## config.mk

```make
export PLATFORM = sky130hd
export DESIGN_NAME = pixel_row_fetch
export DESIGN_NICKNAME = d
export VERILOG_FILES = /design/src/rtl/params_pkg.sv /design/src/rtl/fetch_skid_fifo.sv /design/src/rtl/pixel_row_fetch.sv
export SDC_FILE = /design/constraint.sdc
export NUM_CORES = 1
export LEC_CHECK = 0
export ABC_AREA = 1
export CAP_MARGIN = 20
export CORE_AREA = 2 2 74 129
export CTS_CLUSTER_SIZE = 20
export DETAILED_ROUTE_END_ITERATION = 10
export DIE_AREA = 0 0 76 131
export GPL_TIMING_DRIVEN = 0
export PLACE_DENSITY = 0.84
export SLEW_MARGIN = 20
export SYNTH_ARGS = -nofsm -noshare
export SYNTH_HDL_FRONTEND = slang
export SYNTH_SLANG_ARGS = --single-unit
```

## constraint.sdc

```tcl
create_clock -name clk -period 8.3 [get_ports clk]
set_input_delay 2.49 -clock clk [delete_from_list [all_inputs] [get_ports clk]]
set_output_delay 2.49 -clock clk [all_outputs]
set_load 0.02 [all_outputs]
```

## src/rtl/params_pkg.sv

```systemverilog
// ----------------------------------------------------------------------------
// params_pkg
// Shared panel geometry and the derived widths used by the frame-buffer
// read side. pixel_row_fetch takes its parameter defaults from here and
// uses the fetch_state_t enum for its row-walk FSM.
//
// Contents:
//   PIXEL_WIDTH, PIXEL_HEIGHT, PIXEL_HALFHEIGHT, BYTES_PER_PIXEL - geometry
//   WORD_W   - one frame-buffer word (both half-panel pixels)
//   ADDR_B_W - frame-buffer read-port address width
//   ROW_W    - scan-half row index width
//   COL_W    - column index width
//   fetch_state_t - IDLE / FETCH / DRAIN / DONE
// ----------------------------------------------------------------------------
package params_pkg;

  localparam int PIXEL_WIDTH      = 64;
  localparam int PIXEL_HEIGHT     = 32;
  localparam int PIXEL_HALFHEIGHT = 16;
  localparam int BYTES_PER_PIXEL  = 2;

  localparam int WORD_W   = (PIXEL_HEIGHT / PIXEL_HALFHEIGHT) * BYTES_PER_PIXEL * 8;
  localparam int ADDR_B_W = $clog2(PIXEL_HALFHEIGHT * PIXEL_WIDTH);
  localparam int ROW_W    = $clog2(PIXEL_HALFHEIGHT);
  localparam int COL_W    = $clog2(PIXEL_WIDTH);

  typedef enum logic [1:0] {
    IDLE  = 2'd0,
    FETCH = 2'd1,
    DRAIN = 2'd2,
    DONE  = 2'd3
  } fetch_state_t;

endpackage : params_pkg

```

## src/rtl/fetch_skid_fifo.sv

```systemverilog
// ----------------------------------------------------------------------------
// fetch_skid_fifo
// Depth-2 register FIFO holding {col, word} pairs between the frame-buffer
// read port and the pixel stream. The head entry is presented directly so the
// stream outputs stay stable while the consumer stalls.
//
// Ports:
//   clk          in   clock
//   rst_n_i      in   synchronous active-low reset (clears entries and count)
//   push_i       in   write col_i/word_i at the end of this cycle
//   pop_i        in   drop the head entry at the end of this cycle
//   col_i        in   column tag of the pushed word
//   word_i       in   pushed data word
//   count_o      out  number of stored entries (0..2)
//   head_col_o   out  column tag of the head entry
//   head_word_o  out  data word of the head entry
//   empty_o      out  no entries stored
//   full_o       out  two entries stored
// ----------------------------------------------------------------------------
module fetch_skid_fifo #(
  parameter int WORD_W = 32,
  parameter int COL_W  = 6
) (
  input  logic              clk,
  input  logic              rst_n_i,
  input  logic              push_i,
  input  logic              pop_i,
  input  logic [COL_W-1:0]  col_i,
  input  logic [WORD_W-1:0] word_i,
  output logic [1:0]        count_o,
  output logic [COL_W-1:0]  head_col_o,
  output logic [WORD_W-1:0] head_word_o,
  output logic              empty_o,
  output logic              full_o
);

  typedef struct packed {
    logic [COL_W-1:0]  col;
    logic [WORD_W-1:0] word;
  } entry_t;

  entry_t     mem_q [2];
  logic       wr_ptr_q;
  logic       rd_ptr_q;
  logic [1:0] count_q;

  logic do_push;
  logic do_pop;

  assign empty_o = (count_q == 2'd0);
  assign full_o  = (count_q == 2'd2);
  assign do_pop  = pop_i && !empty_o;
  // A push into a full FIFO is accepted only when the head leaves in the
  // same cycle; the upstream credit check keeps this from being needed.
  assign do_push = push_i && (!full_o || do_pop);

  genvar gi;
  generate
    for (gi = 0; gi < 2; gi++) begin : g_entry
      always_ff @(posedge clk) begin
        if (!rst_n_i) begin
          mem_q[gi] <= '0;
        end else if (do_push && (wr_ptr_q == 1'(gi))) begin
          mem_q[gi] <= '{col: col_i, word: word_i};
        end
      end
    end
  endgenerate

  always_ff @(posedge clk) begin
    if (!rst_n_i) begin
      wr_ptr_q <= 1'b0;
      rd_ptr_q <= 1'b0;
      count_q  <= 2'd0;
    end else begin
      if (do_push) wr_ptr_q <= ~wr_ptr_q;
      if (do_pop)  rd_ptr_q <= ~rd_ptr_q;
      count_q <= count_q + {1'b0, do_push} - {1'b0, do_pop};
    end
  end

  assign count_o     = count_q;
  assign head_col_o  = mem_q[rd_ptr_q].col;
  assign head_word_o = mem_q[rd_ptr_q].word;

endmodule : fetch_skid_fifo

```

## src/rtl/pixel_row_fetch.sv

```systemverilog
// ----------------------------------------------------------------------------
// pixel_row_fetch
// Walks one display row of the multimem frame buffer (read port B) on a
// start pulse: one read per column, the one-cycle read latency absorbed by a
// depth-2 skid FIFO, and each column word presented on a valid/ready stream
// toward the panel shift/PWM stage.
//
// Build option:
//   PIXEL_ROW_FETCH_MIRROR_EN - when defined, columns are walked from
//   PIXEL_WIDTH-1 down to 0 (pixel_last on col 0); otherwise 0 up to
//   PIXEL_WIDTH-1 (pixel_last on the top column).
//
// Ports:
//   clk              in   clock (same as multimem ClockB)
//   reset            in   synchronous active-low reset; aborts a row
//   start            in   row request, sampled only in IDLE
//   row              in   row index, sampled with start
//   busy             out  high from the cycle after an accepted start through done
//   done             out  one-cycle pulse after the final beat is accepted
//   ram_b_address    out  multimem AddressB (holds between reads)
//   ram_b_clk_enable out  multimem ClockEnB, high in read-issue cycles only
//   ram_b_data       in   multimem QB, valid the cycle after an issue
//   pixel_data       out  column word
//   pixel_col        out  true column index of pixel_data
//   pixel_last       out  final beat of the row
//   pixel_valid      out  stream valid
//   pixel_ready      in   stream ready
// ----------------------------------------------------------------------------
module pixel_row_fetch #(
  parameter  int PIXEL_WIDTH      = params_pkg::PIXEL_WIDTH,
  parameter  int PIXEL_HEIGHT     = params_pkg::PIXEL_HEIGHT,
  parameter  int PIXEL_HALFHEIGHT = params_pkg::PIXEL_HALFHEIGHT,
  parameter  int BYTES_PER_PIXEL  = params_pkg::BYTES_PER_PIXEL,
  localparam int WORD_W   = (PIXEL_HEIGHT / PIXEL_HALFHEIGHT) * BYTES_PER_PIXEL * 8,
  localparam int ADDR_B_W = $clog2(PIXEL_HALFHEIGHT * PIXEL_WIDTH),
  localparam int ROW_W    = $clog2(PIXEL_HALFHEIGHT),
  localparam int COL_W    = $clog2(PIXEL_WIDTH)
) (
  input  logic                clk,
  input  logic                reset,
  input  logic                start,
  input  logic [ROW_W-1:0]    row,
  output logic                busy,
  output logic                done,
  output logic [ADDR_B_W-1:0] ram_b_address,
  output logic                ram_b_clk_enable,
  input  logic [WORD_W-1:0]   ram_b_data,
  output logic [WORD_W-1:0]   pixel_data,
  output logic [COL_W-1:0]    pixel_col,
  output logic                pixel_last,
  output logic                pixel_valid,
  input  logic                pixel_ready
);

  import params_pkg::fetch_state_t;
  import params_pkg::IDLE;
  import params_pkg::FETCH;
  import params_pkg::DRAIN;
  import params_pkg::DONE;

`ifdef PIXEL_ROW_FETCH_MIRROR_EN
  localparam logic [COL_W-1:0] FIRST_COL = COL_W'(PIXEL_WIDTH - 1);
  localparam logic [COL_W-1:0] LAST_COL  = '0;
`else
  localparam logic [COL_W-1:0] FIRST_COL = '0;
  localparam logic [COL_W-1:0] LAST_COL  = COL_W'(PIXEL_WIDTH - 1);
`endif

  fetch_state_t        state_q, state_d;
  logic [ROW_W-1:0]    row_q, row_d;
  logic [COL_W-1:0]    col_q, col_d;
  logic                inflight_q;
  logic [COL_W-1:0]    inflight_col_q;
  logic [ADDR_B_W-1:0] addr_hold_q;

  logic [1:0]          fifo_count;
  logic [1:0]          fifo_count_next;
  logic [2:0]          occupancy;
  logic                fifo_empty;
  logic                fifo_full;
  logic [COL_W-1:0]    head_col;
  logic [WORD_W-1:0]   head_word;

  logic                pop;
  logic                credit_ok;
  logic                issue;
  logic [ADDR_B_W-1:0] addr_cur;

  // Stream handshake and read credit. The word returning this cycle is
  // counted through inflight_q, so FIFO entries plus the outstanding read
  // never exceed the two FIFO slots.
  assign pop             = pixel_valid && pixel_ready;
  assign occupancy       = {1'b0, fifo_count} + {2'b0, inflight_q} - {2'b0, pop};
  assign credit_ok       = (occupancy < 3'd2);
  assign fifo_count_next = fifo_count + {1'b0, inflight_q} - {1'b0, pop};

  assign addr_cur = ADDR_B_W'(row_q) * ADDR_B_W'(PIXEL_WIDTH) + ADDR_B_W'(col_q);

  always_comb begin
    state_d = state_q;
    row_d   = row_q;
    col_d   = col_q;
    issue   = 1'b0;
    busy    = 1'b1;
    done    = 1'b0;
    unique case (state_q)
      IDLE: begin
        busy = 1'b0;
        if (start && (32'(row) < PIXEL_HALFHEIGHT)) begin
          row_d   = row;
          col_d   = FIRST_COL;
          state_d = FETCH;
        end
      end
      FETCH: begin
        issue = credit_ok;
        if (credit_ok) begin
`ifdef PIXEL_ROW_FETCH_MIRROR_EN
          col_d = col_q - COL_W'(1);
`else
          col_d = col_q + COL_W'(1);
`endif
          if (col_q == LAST_COL) state_d = DRAIN;
        end
      end
      DRAIN: begin
        // Look at the post-edge FIFO count so done lands exactly one cycle
        // after the final handshake.
        if (fifo_count_next == 2'd0) state_d = DONE;
      end
      DONE: begin
        done    = 1'b1;
        state_d = IDLE;
      end
      default: state_d = IDLE;
    endcase
  end

  always_ff @(posedge clk) begin
    if (!reset) begin
      state_q        <= IDLE;
      row_q          <= '0;
      col_q          <= '0;
      inflight_q     <= 1'b0;
      inflight_col_q <= '0;
      addr_hold_q    <= '0;
    end else begin
      state_q    <= state_d;
      row_q      <= row_d;
      col_q      <= col_d;
      inflight_q <= issue;
      if (issue) begin
        inflight_col_q <= col_q;
        addr_hold_q    <= addr_cur;
      end
    end
  end

  // The returning word is captured together with the column it was read for.
  fetch_skid_fifo #(
    .WORD_W (WORD_W),
    .COL_W  (COL_W)
  ) u_fifo (
    .clk         (clk),
    .rst_n_i     (reset),
    .push_i      (inflight_q),
    .pop_i       (pop),
    .col_i       (inflight_col_q),
    .word_i      (ram_b_data),
    .count_o     (fifo_count),
    .head_col_o  (head_col),
    .head_word_o (head_word),
    .empty_o     (fifo_empty),
    .full_o      (fifo_full)
  );

  assign ram_b_clk_enable = issue;
  assign ram_b_address    = issue ? addr_cur : addr_hold_q;

  assign pixel_valid = !fifo_empty;
  assign pixel_data  = head_word;
  assign pixel_col   = head_col;
  // Gated by valid so the cleared head (col 0) never reads as a last beat.
  assign pixel_last  = pixel_valid && (head_col == LAST_COL);

endmodule : pixel_row_fetch

```

==> run summary <==
• 0 — CTS hold repair buffers
• 0 — Setup Fix Bufs, Post-CTS
• 0 — initial antenna violation count
• 60.4% — portion of the post-synthesis area used by sequential elements
• 29.3% — Area Growth Syn to Fin
• 0.54 ns — critical path's largest stage delay
• 760 — placed cells
• flip-flop to flip-flop — class of the most critical hold timing path
• 0 — # DRC
• 4.91 — routed via count divided by cell count
• 0.848 — placer's final routability congestion estimate
• 23 — pin count of the biggest net entering global routing
• 46 — Site Rows
• 6 — buffers plus inverters on the worst setup path
• 110 — synthesized flop and latch total
• 0 — antenna-violating nets left
• pixel_ready — CP startpoint
• 248 — Starting DRT DRC Count
• 597 — post-synthesis net count
• 0 ns — final total negative setup slack
• 3784 — via count of the first global-routing pass
• 0 — final setup violation count
• 131 um — die span in y
• 76 um — floorplan die width
• 0% — fraction of synthesis flops using an asynchronous set or reset pin
• 2.82 nW — leakage power total
• 9960 um2 — die footprint
• 20.8% — fraction of met1 tracks used by global routing
• 91 — Port-buffer cells
• 0.07 ns — CTS clk-pin slew, worst paths
• 0.236 mV — Peak VDD IR
• 0 — max_cap viols
• 776 — count of non-filler cells in the finished layout
• 8.07 ns — final period demand of the worst path
• 0.124 GHz — fmax
• 0 — total number of yosys warnings
• u_fifo.rd_ptr_q — worst min-delay path startpoint
• clkdlybuf4s50_1 — slowest stage cell, crit path
• clkbuf_16 — buffer cell driving the clock tree root
• 0.34 ns — clock latency of the later-clocked register in the worst-skew pair
• 13.5 um — wire length per cell after detailed routing
• 0 — number of pins exceeding their max-slew limit in the final report
• 4 — first-pass iteration count of the detailed router
• 2 — Clock Path Buffers
• 3 — total number of H-tree levels
• 93 — I/O pin cnt
• 702 — nets@finish
• 301 nW/um2 — power per unit of standard cell area
• u_fifo.count_o[1] — startpoint of the worst-slack reg-to-reg timing path
• 7.91 mm — detailed-placement wirelength estimate
• complete, no violations — status
• 1 — cell depth of the worst min-delay path
• 3809 — Vias
• 56.3% — Rel. slew slack
• 9 — total CTS buffers
• clkdlybuf4s50_1 -> inv_1 -> nor2_1 -> ha_1 -> inv_1 -> ha_1 -> fa_1 -> inv_1 -> nand4_2 -> buf_4 -> nand2_1 -> nand2_1 -> clkdlybuf4s50_1 — CP Cell Sequence
• 45.4% — met2 usage in global routing
• 0 — number of gates given a new drive strength after cts
• 10.5 mm — total routed wirelength
• 546 — Syn Inst Count
• 5.81 ns — data required time of the critical path
• false — RSZ-0062 raised after global routing
• primary output — Worst setup EP type
• inv_1 — most frequent cell on the critical path
• primary input to primary output — startpoint-to-endpoint class of the critical path
• primary input — startpoint type of the worst setup path
• 5.58 ns — Arr. time, crit path
• 6340 um2 — finished layout cell area
• 11 — Reg2Reg Depth
• 4910 um2 — netlist area before placement
• 21.7% — Total GRT Usage
• done — clock tree from TritonCTS
• 0 — GRT overflow
• met2 — most congested layer reported by global routing
• 28 — unique cell type count in the Yosys netlist
• 97.2% — period utilisation layout
• 8.08% — fraction of layout instances using a drive strength above 1
• 0.00321 ns — clock tree skew after final layout
• 110 — count of clock tree sinks
• edfxtp_1 — top flip-flop cell by instance count after synthesis
• buffers and inverters — kind of cell adding the most delay to the critical path
• 76 — number of enable flip-flop cells after synthesis
• 55.0% — Starting Density
• 13 — depth of the critical timing path with buffers and inverters included
• 0 — number of antenna repair diodes
• 0.654 ns — Least-Margin Pin Slew
• 8920 um2 — Placeable Area
• 17.0 mm — first-pass GRT wire length
• 8.99 um2 — Avg Synthesized Cell Area
• 0 — final hold violations
• 3.91% — met3 GRT Util
• 6050 um2 — post-placement cell area
• 10 — maximum fanout along the worst path
layer usage:
layer,up-vias,routed length (um)
li1,1913,-
met1,1795,3810
met2,88,6130
met3,13,379
met4,0,155
met5,-,0
state kept, by name, summed over array words and instances (netlist names), named ones only:
signal and cells:
state_q 2, row_q 4, inflight_q 1, addr_hold_q 10, col_q 6, inflight_col_q 6, u_fifo.rd_ptr_q 1, u_fifo.count_o 2
u_fifo.wr_ptr_q 1, u_fifo.mem_q 76
stage by stage:
stage	setup slack, ns	util [%]	total power [mW]	hold slack [ns]
after global placement	0.286	66.9	1.47	0.437
final	0.235	71.1	1.91	0.455
after detailed placement	0.271	67.8	1.51	0.441
after floorplan	1.48	-	1.19	0.426
after global routing	0.0491	71.1	2.01	0.483
after CTS	0.248	71.1	1.92	0.454
report_power, final:
group | switching, mW | internal (mW) | total [mW]
Clock | 0.186 | 0.231 | 0.416
Combinational | 0.469 | 0.318 | 0.787
Sequential | 0.0337 | 0.673 | 0.706
area by class of cell:
type / instances / area, um2
fill: 635 / 2580
multi-input combinational: 342 / 1550
clock buffer: 12 / 268
sequential: 110 / 2960
tap: 120 / 150
timing repair buffer: 94 / 968
clock inverter: 4 / 27.5
inverter: 73 / 274
buffer: 21 / 138
worst register-to-register path, delay by kind of cell (launching register included):
kind	cells	cell delay, ns
fa+ha+maj	3	0.87
simple gates	4	0.67
buf+inv	3	0.48
flops	1	0.40
compound gates	1	0.07
worst paths after layout:
path | to | slack, ns
worst max register to register | addr_hold_q[5] | 5.70
worst min-delay path | u_fifo.rd_ptr_q | 0.45
worst max-delay path | ram_b_address[5] | 0.23
worst min register to register | u_fifo.rd_ptr_q | 0.45
Yosys cell counts, types with 2 or more instances:
cell	count	area (um2)
nand2_1	156	586
nor2_1	110	413
edfxtp_1	76	2280
inv_1	67	251
dfxtp_1	34	681
a21oi_1	18	90.1
o21ai_0	14	70.1
ha_1	10	125
nand3_1	9	45.0
buf_2	8	40.0
nand4_1	6	37.5
buf_6	5	56.3
clkbuf_1	5	18.8
inv_2	5	18.8
buf_4	3	22.5
mux2i_1	2	20.0
nand2_2	2	12.5
nand3_2	2	20.0
nor2_2	2	12.5
o21ai_2	2	17.5
or2_1	2	12.5
or2_2	2	12.5
placed cells by master (no fill, tap or decap), drive strengths merged, types with 7 or more instances in the layout:
master,count
inv,73
o21ai,16
nor2,113
nand2,158
a21oi,18
ha,10
nand3,11
clkbuf,17
dfxtp,34
buf,19
clkdlybuf4s50,91
edfxtp,76
nand4,7
logic make-up after synthesis:
| logic type | Yosys count | share of synthesized area, % |
|---|---|---|
| and+or+nand+nor | 294 | 24.0 |
| buffers and inverters | 94 | 8.39 |
| AOI/OAI and AO/OA | 34 | 3.62 |
| adders and majority gates | 11 | 2.96 |
| DFF | 110 | 60.4 |
| xor gates and xnor gates | 1 | 0.179 |
| muxes | 2 | 0.408 |
Power figures use the tool's default switching activity.
